===== config.mk =====
export PLATFORM = sky130hd
export DESIGN_NAME = serial_frame_rx
export DESIGN_NICKNAME = d
export VERILOG_FILES = /design/src/rtl/serial_frame_rx.sv
export SDC_FILE = /design/constraint.sdc
export NUM_CORES = 1
export LEC_CHECK = 0
export ABC_AREA = 1
export ABC_CLOCK_PERIOD_IN_PS = 1200
export BUFFER_PORTS_ARGS = -buffer_cell sky130_fd_sc_hd__buf_2
export CORE_ASPECT_RATIO = 1.25
export CORE_MARGIN = 2
export CORE_UTILIZATION = 45
export DETAILED_ROUTE_END_ITERATION = 6
export MAX_ROUTING_LAYER = met4
export PLACE_DENSITY_LB_ADDON = 0.25
export SLEW_MARGIN = 40
export SYNTH_ARGS = -nofsm -noshare
export SYNTH_HDL_FRONTEND = slang
export SYNTH_SLANG_ARGS = --single-unit

===== constraint.sdc =====
create_clock -name clk -period 1.2 [get_ports clk]
set_input_delay 0.24 -clock clk [delete_from_list [all_inputs] [get_ports clk]]
set_output_delay 0.24 -clock clk [all_outputs]
set_load 0.05 [all_outputs]

===== src/rtl/serial_frame_rx.sv =====
// serial_frame_rx: asynchronous serial byte receiver with mid-bit sampling,
// framing/overrun detection and a valid/ready output handshake.
module serial_frame_rx #(
    parameter int DATA_W       = 8,
    parameter int CLKS_PER_BIT = 16
) (
    input  logic              clk,
    input  logic              rst,
    input  logic              din,
    output logic [DATA_W-1:0] dout,
    output logic              valid,
    input  logic              ready,
    output logic              frame_err,
    output logic              overrun
);
    localparam int TW = $clog2(CLKS_PER_BIT);
    localparam int BW = $clog2(DATA_W + 1);
    localparam logic [TW-1:0] HALF = TW'(CLKS_PER_BIT / 2 - 1);
    localparam logic [TW-1:0] FULL = TW'(CLKS_PER_BIT - 1);
    localparam logic [BW-1:0] LAST = BW'(DATA_W - 1);

    typedef enum logic [2:0] {IDLE, START, DATA, STOP, WAIT} state_t;
    state_t state, state_nx;

    logic [2:0]        sync;
    logic [TW-1:0]     tmr;
    logic [BW-1:0]     bit_idx;
    logic [DATA_W-1:0] sr;
    logic              din_s, fall, tick, done, bad;

    // sync[1] is the metastability-filtered line, sync[2] its previous value
    assign din_s = sync[1];
    assign fall  = sync[2] & ~sync[1];
    assign tick  = tmr == '0;

    always_ff @(posedge clk or negedge rst) begin
        if (!rst) state <= IDLE;
        else      state <= state_nx;
    end

    always_comb begin
        state_nx = state;
        done     = 1'b0;
        bad      = 1'b0;
        case (state)
            IDLE:    state_nx = fall ? START : IDLE;
            START:   state_nx = !tick ? START : din_s ? IDLE : DATA;
            DATA:    state_nx = (tick && bit_idx == LAST) ? STOP : DATA;
            STOP: begin
                state_nx = !tick ? STOP : din_s ? IDLE : WAIT;
                done     = tick & din_s;
                bad      = tick & ~din_s;
            end
            WAIT:    state_nx = din_s ? IDLE : WAIT;
            default: state_nx = IDLE;
        endcase
    end

    always_ff @(posedge clk or negedge rst) begin
        if (!rst) begin
            sync      <= '1;
            tmr       <= '0;
            bit_idx   <= '0;
            sr        <= '0;
            dout      <= '0;
            valid     <= 1'b0;
            frame_err <= 1'b0;
            overrun   <= 1'b0;
        end else begin
            sync      <= {sync[1:0], din};
            tmr       <= (state == IDLE && fall) ? HALF : tick ? FULL : tmr - TW'(1);
            bit_idx   <= (state == START) ? '0 : (state == DATA && tick) ? bit_idx + BW'(1) : bit_idx;
            sr        <= (state == DATA && tick) ? {din_s, sr[DATA_W-1:1]} : sr;
            frame_err <= bad;
            overrun   <= done & valid & ~ready;
            // a word arriving in the same cycle as a consume reloads and keeps valid high
            if (done && (!valid || ready)) begin
                dout  <= sr;
                valid <= 1'b1;
            end else if (valid && ready) begin
                valid <= 1'b0;
            end
        end
    end
endmodule


==> out/metrics.csv <==
stage,metric,value,unit
status,status,"complete, but fails checks",
status,violations,setup timing,
finish,antennaDiodeCount,0,
finish,fillerInstances,263,
finish,fin_nets,189,
min_path,hold_class,in -> reg,
sta,holdWs,0.0504,ns
finish,area_growth,30.0,%
clocking,clk-insertion-delay-late,0.29,ns
power_and_ir_drop,powerDensity,1790,nW/um^2
sta,rsz0062_at_grt,yes,
synthesis,syn_area,1480,um^2
drt,route.layer.met1.wl,1120,um
sta,worst_pin_slew,0.340,ns
sta,skew,0.00583,ns
sta,slew_headroom,77.3,%
sta,period_share,107,%
drt,dr_wl_met2,1330,um
floorplanning,dieArea,3780,um^2
sta,timing.final.ws_setup,-0.0897,ns
synthesis,yosys_warnings,0,
floorplanning,core_area,3190,um^2
critical_path,arrival,1.50,ns
synthesis,synth_area_per_cell,9.83,um^2
global_routing,antenna_found_initial,0,
synthesis,synth_seq_cells,33,
sta,timing.fmax,775,MHz
global_routing,gr-total-overflow,0,
drt,routedWlPerCell,12.0,um
sta,drv_slew,0,
drt,met3_length,135,um
synthesis,ys_types,23,
synthesis,yosysSeqAreaShare,55.9,%
drt,detail-route-antenna-nets,0,
critical_path,crit_family,flip-flops,
drt,via_per_inst,4.99,
drt,drc,0,
critical_path,cp_slowest_cell,dfrtp_1,
placement,dp_hpwl,1930,um
power_and_ir_drop,p_leak,1.02,nW
drt,top_layer_used,met4,
synthesis,syn-instance-count,151,
global_routing,grtUsageTotal,17.0,%
clocking,numCtsBuffers,5,
clocking,ctsRootBufferMaster,clkbuf_8,
critical_path,crit_path_max_fanout,7,
global_routing,grt_first_pass_wirelength,4740,um
floorplanning,start_util,46.5,%
critical_path,cpPeakStageDelay,0.39,ns
power_and_ir_drop,power,3.45,mW
global_routing,grt_max_degree,21,
clocking,cts.clk_slew.worst_paths,0.07,ns
placement,routabilityCongestion,0.768,
critical_path,worstPathRequired,1.41,ns
clocking,cts_tree,done,
clocking,cts_max_level,2,
clocking,clockBufferDepth,2,
drt,vias,1103,
drt,drt-initial-drc-count,36,
sta,layout_min_cycle_time,1.29,ns
placement,placed_cell_area,1710,um^2
sta,final-hold-violation-count,0,
finish,drive_gt1_share,42.9,%
finish,stdcell_area,1930,um^2
drt,dr.pass1.iters,4,
critical_path,start_kind,register,
floorplanning,die_h,68.2,um
floorplanning,ioPinCount,15,
critical_path,cp_cell_sequence,"inv_2, ha_4, nand3_4, nor2_4, buf_12, nand2_2, o21ai_2",
critical_path,critPathBufInv,2,
global_routing,grt_pass1_vias,1111,
clocking,numClockSinks,33,
floorplanning,rows,23,
placement,io_buffer_count,14,
synthesis,syn_nets,157,
critical_path,crit_path_end_kind,register,
sta,setup_violations,18,
floorplanning,die_w,55.4,um
drt,wl,2650,um
power_and_ir_drop,ir_worst_vdd,0.00157,V
flow_run,drv_cap,0,
critical_path,worst-setup-path-type,reg -> reg,
## synthesized netlist by cell type
cell type | number | area share (%)
buf_4 | 1 | 0.51
buf_6 | 2 | 1.5
clkbuf_1 | 1 | 0.25
dfrtp_1 | 30 | 51
dfstp_2 | 3 | 5.3
ha_1 | 2 | 1.7
inv_1 | 9 | 2.3
inv_2 | 7 | 1.8
nand2_1 | 46 | 12
nand3_1 | 8 | 2.7
nand3_2 | 5 | 3.4
nand3_4 | 2 | 2.4
nand4_1 | 10 | 4.2
nor2_1 | 9 | 2.3
nor2_4 | 1 | 0.76
nor2_8 | 1 | 1.3
nor3_2 | 1 | 0.67
nor4_1 | 1 | 0.42
o21ai_1 | 2 | 0.67
o21ai_2 | 7 | 4.1
o21bai_1 | 1 | 0.51
or2_2 | 1 | 0.42
xor2_1 | 1 | 0.59
## logic make-up after synthesis
logic type | count (synthesis) | synth area share (%)
and+or+nand+nor | 85 | 30.2
DFF | 33 | 55.9
buffers and inverters | 20 | 6.32
AOI/OAI and AO/OA | 10 | 5.31
adders and majority gates | 2 | 1.69
xor gates and xnor gates | 1 | 0.590
## cell usage in the layout (no fill, tap or decap), types with 3 or more instances in the layout
cell       n
nand2_1   36
clkbuf_8   5
nand4_1   10
dfrtp_1   29
buf_2     14
inv_1      7
dfstp_2    3
nand3_1    8
buf_4      9
nand3_4    4
inv_2      8
nand2_2    8
nand3_2    3
nor2_1     8
o21ai_2    7
buf_12     3
## path summary, 6_finish.rpt
| path | start | to | slack [ns] | cells after the start |
|---|---|---|---|---|
| setup / recovery | tmr[0] | sr[2] | -0.09 | 7 |
| hold / removal | din | sync[0] | 0.05 | 1 |
| setup reg to reg | tmr[0] | sr[2] | -0.09 | 7 |
| hold reg to reg | sync[0] | sync[1] | 0.36 | 0 |
| max in group asynchronous | rst | valid | 0.40 | 3 |
| min in group asynchronous | rst | tmr[2] | 0.38 | 2 |
## stage by stage
step	TNS [ns]	setup WS, ns	utilization (%)	instances
2_1_floorplan	0	0.00630	-	151
3_3_place_gp	-0.261	-0.0345	53.5	209
3_5_place_dp	-0.799	-0.0855	53.5	209
4_1_cts	-0.426	-0.0590	59.9	220
5_1_grt	-2.42	-0.139	60.4	221
6_report	-0.752	-0.0897	60.4	221
## report_power, final
| group | internal [mW] | switching, mW |
|---|---|---|
| combinational | 0.356 | 0.500 |
| sequential | 1.25 | 0.116 |
| clock | 0.825 | 0.407 |
| total | 2.43 | 1.02 |
## cell type report
| class | instances | area (um^2) | area share (%) |
|---|---|---|---|
| Clock buffer | 5 | 68.8 | 3.57 |
| Timing Repair Buffer | 29 | 230 | 11.9 |
| Clock inverter | 3 | 65.1 | 3.37 |
| Sequential cell | 33 | 831 | 43.1 |
| Inverter | 16 | 62.6 | 3.24 |
| Tap cell | 37 | 46.3 | 2.40 |
| Multi-Input combinational cell | 98 | 626 | 32.4 |
## repair_timing
action / in CTS / in global routing
hold buffers: 1 / 0
setup buffers: 2 / 1
setup endpoints to repair: 18 / 24
resized for setup: 14 / 3
hold endpoints to repair: 10 / 0
pin swaps: 3 / 3
## registers in the layout (all words and copies together), names as in the netlist
signal,count
state,3
bit_idx,4
tmr,4
valid,1
overrun,1
frame_err,1
sync,3
sr,8
dout,8
## per-layer routing
metal	up-vias	GRT usage [%]
met5	-	-
met4	0	8.54
met3	8	5.67
met2	26	29.2
met1	513	17.7
li1	556	-
(Power assumes the default switching activity.)
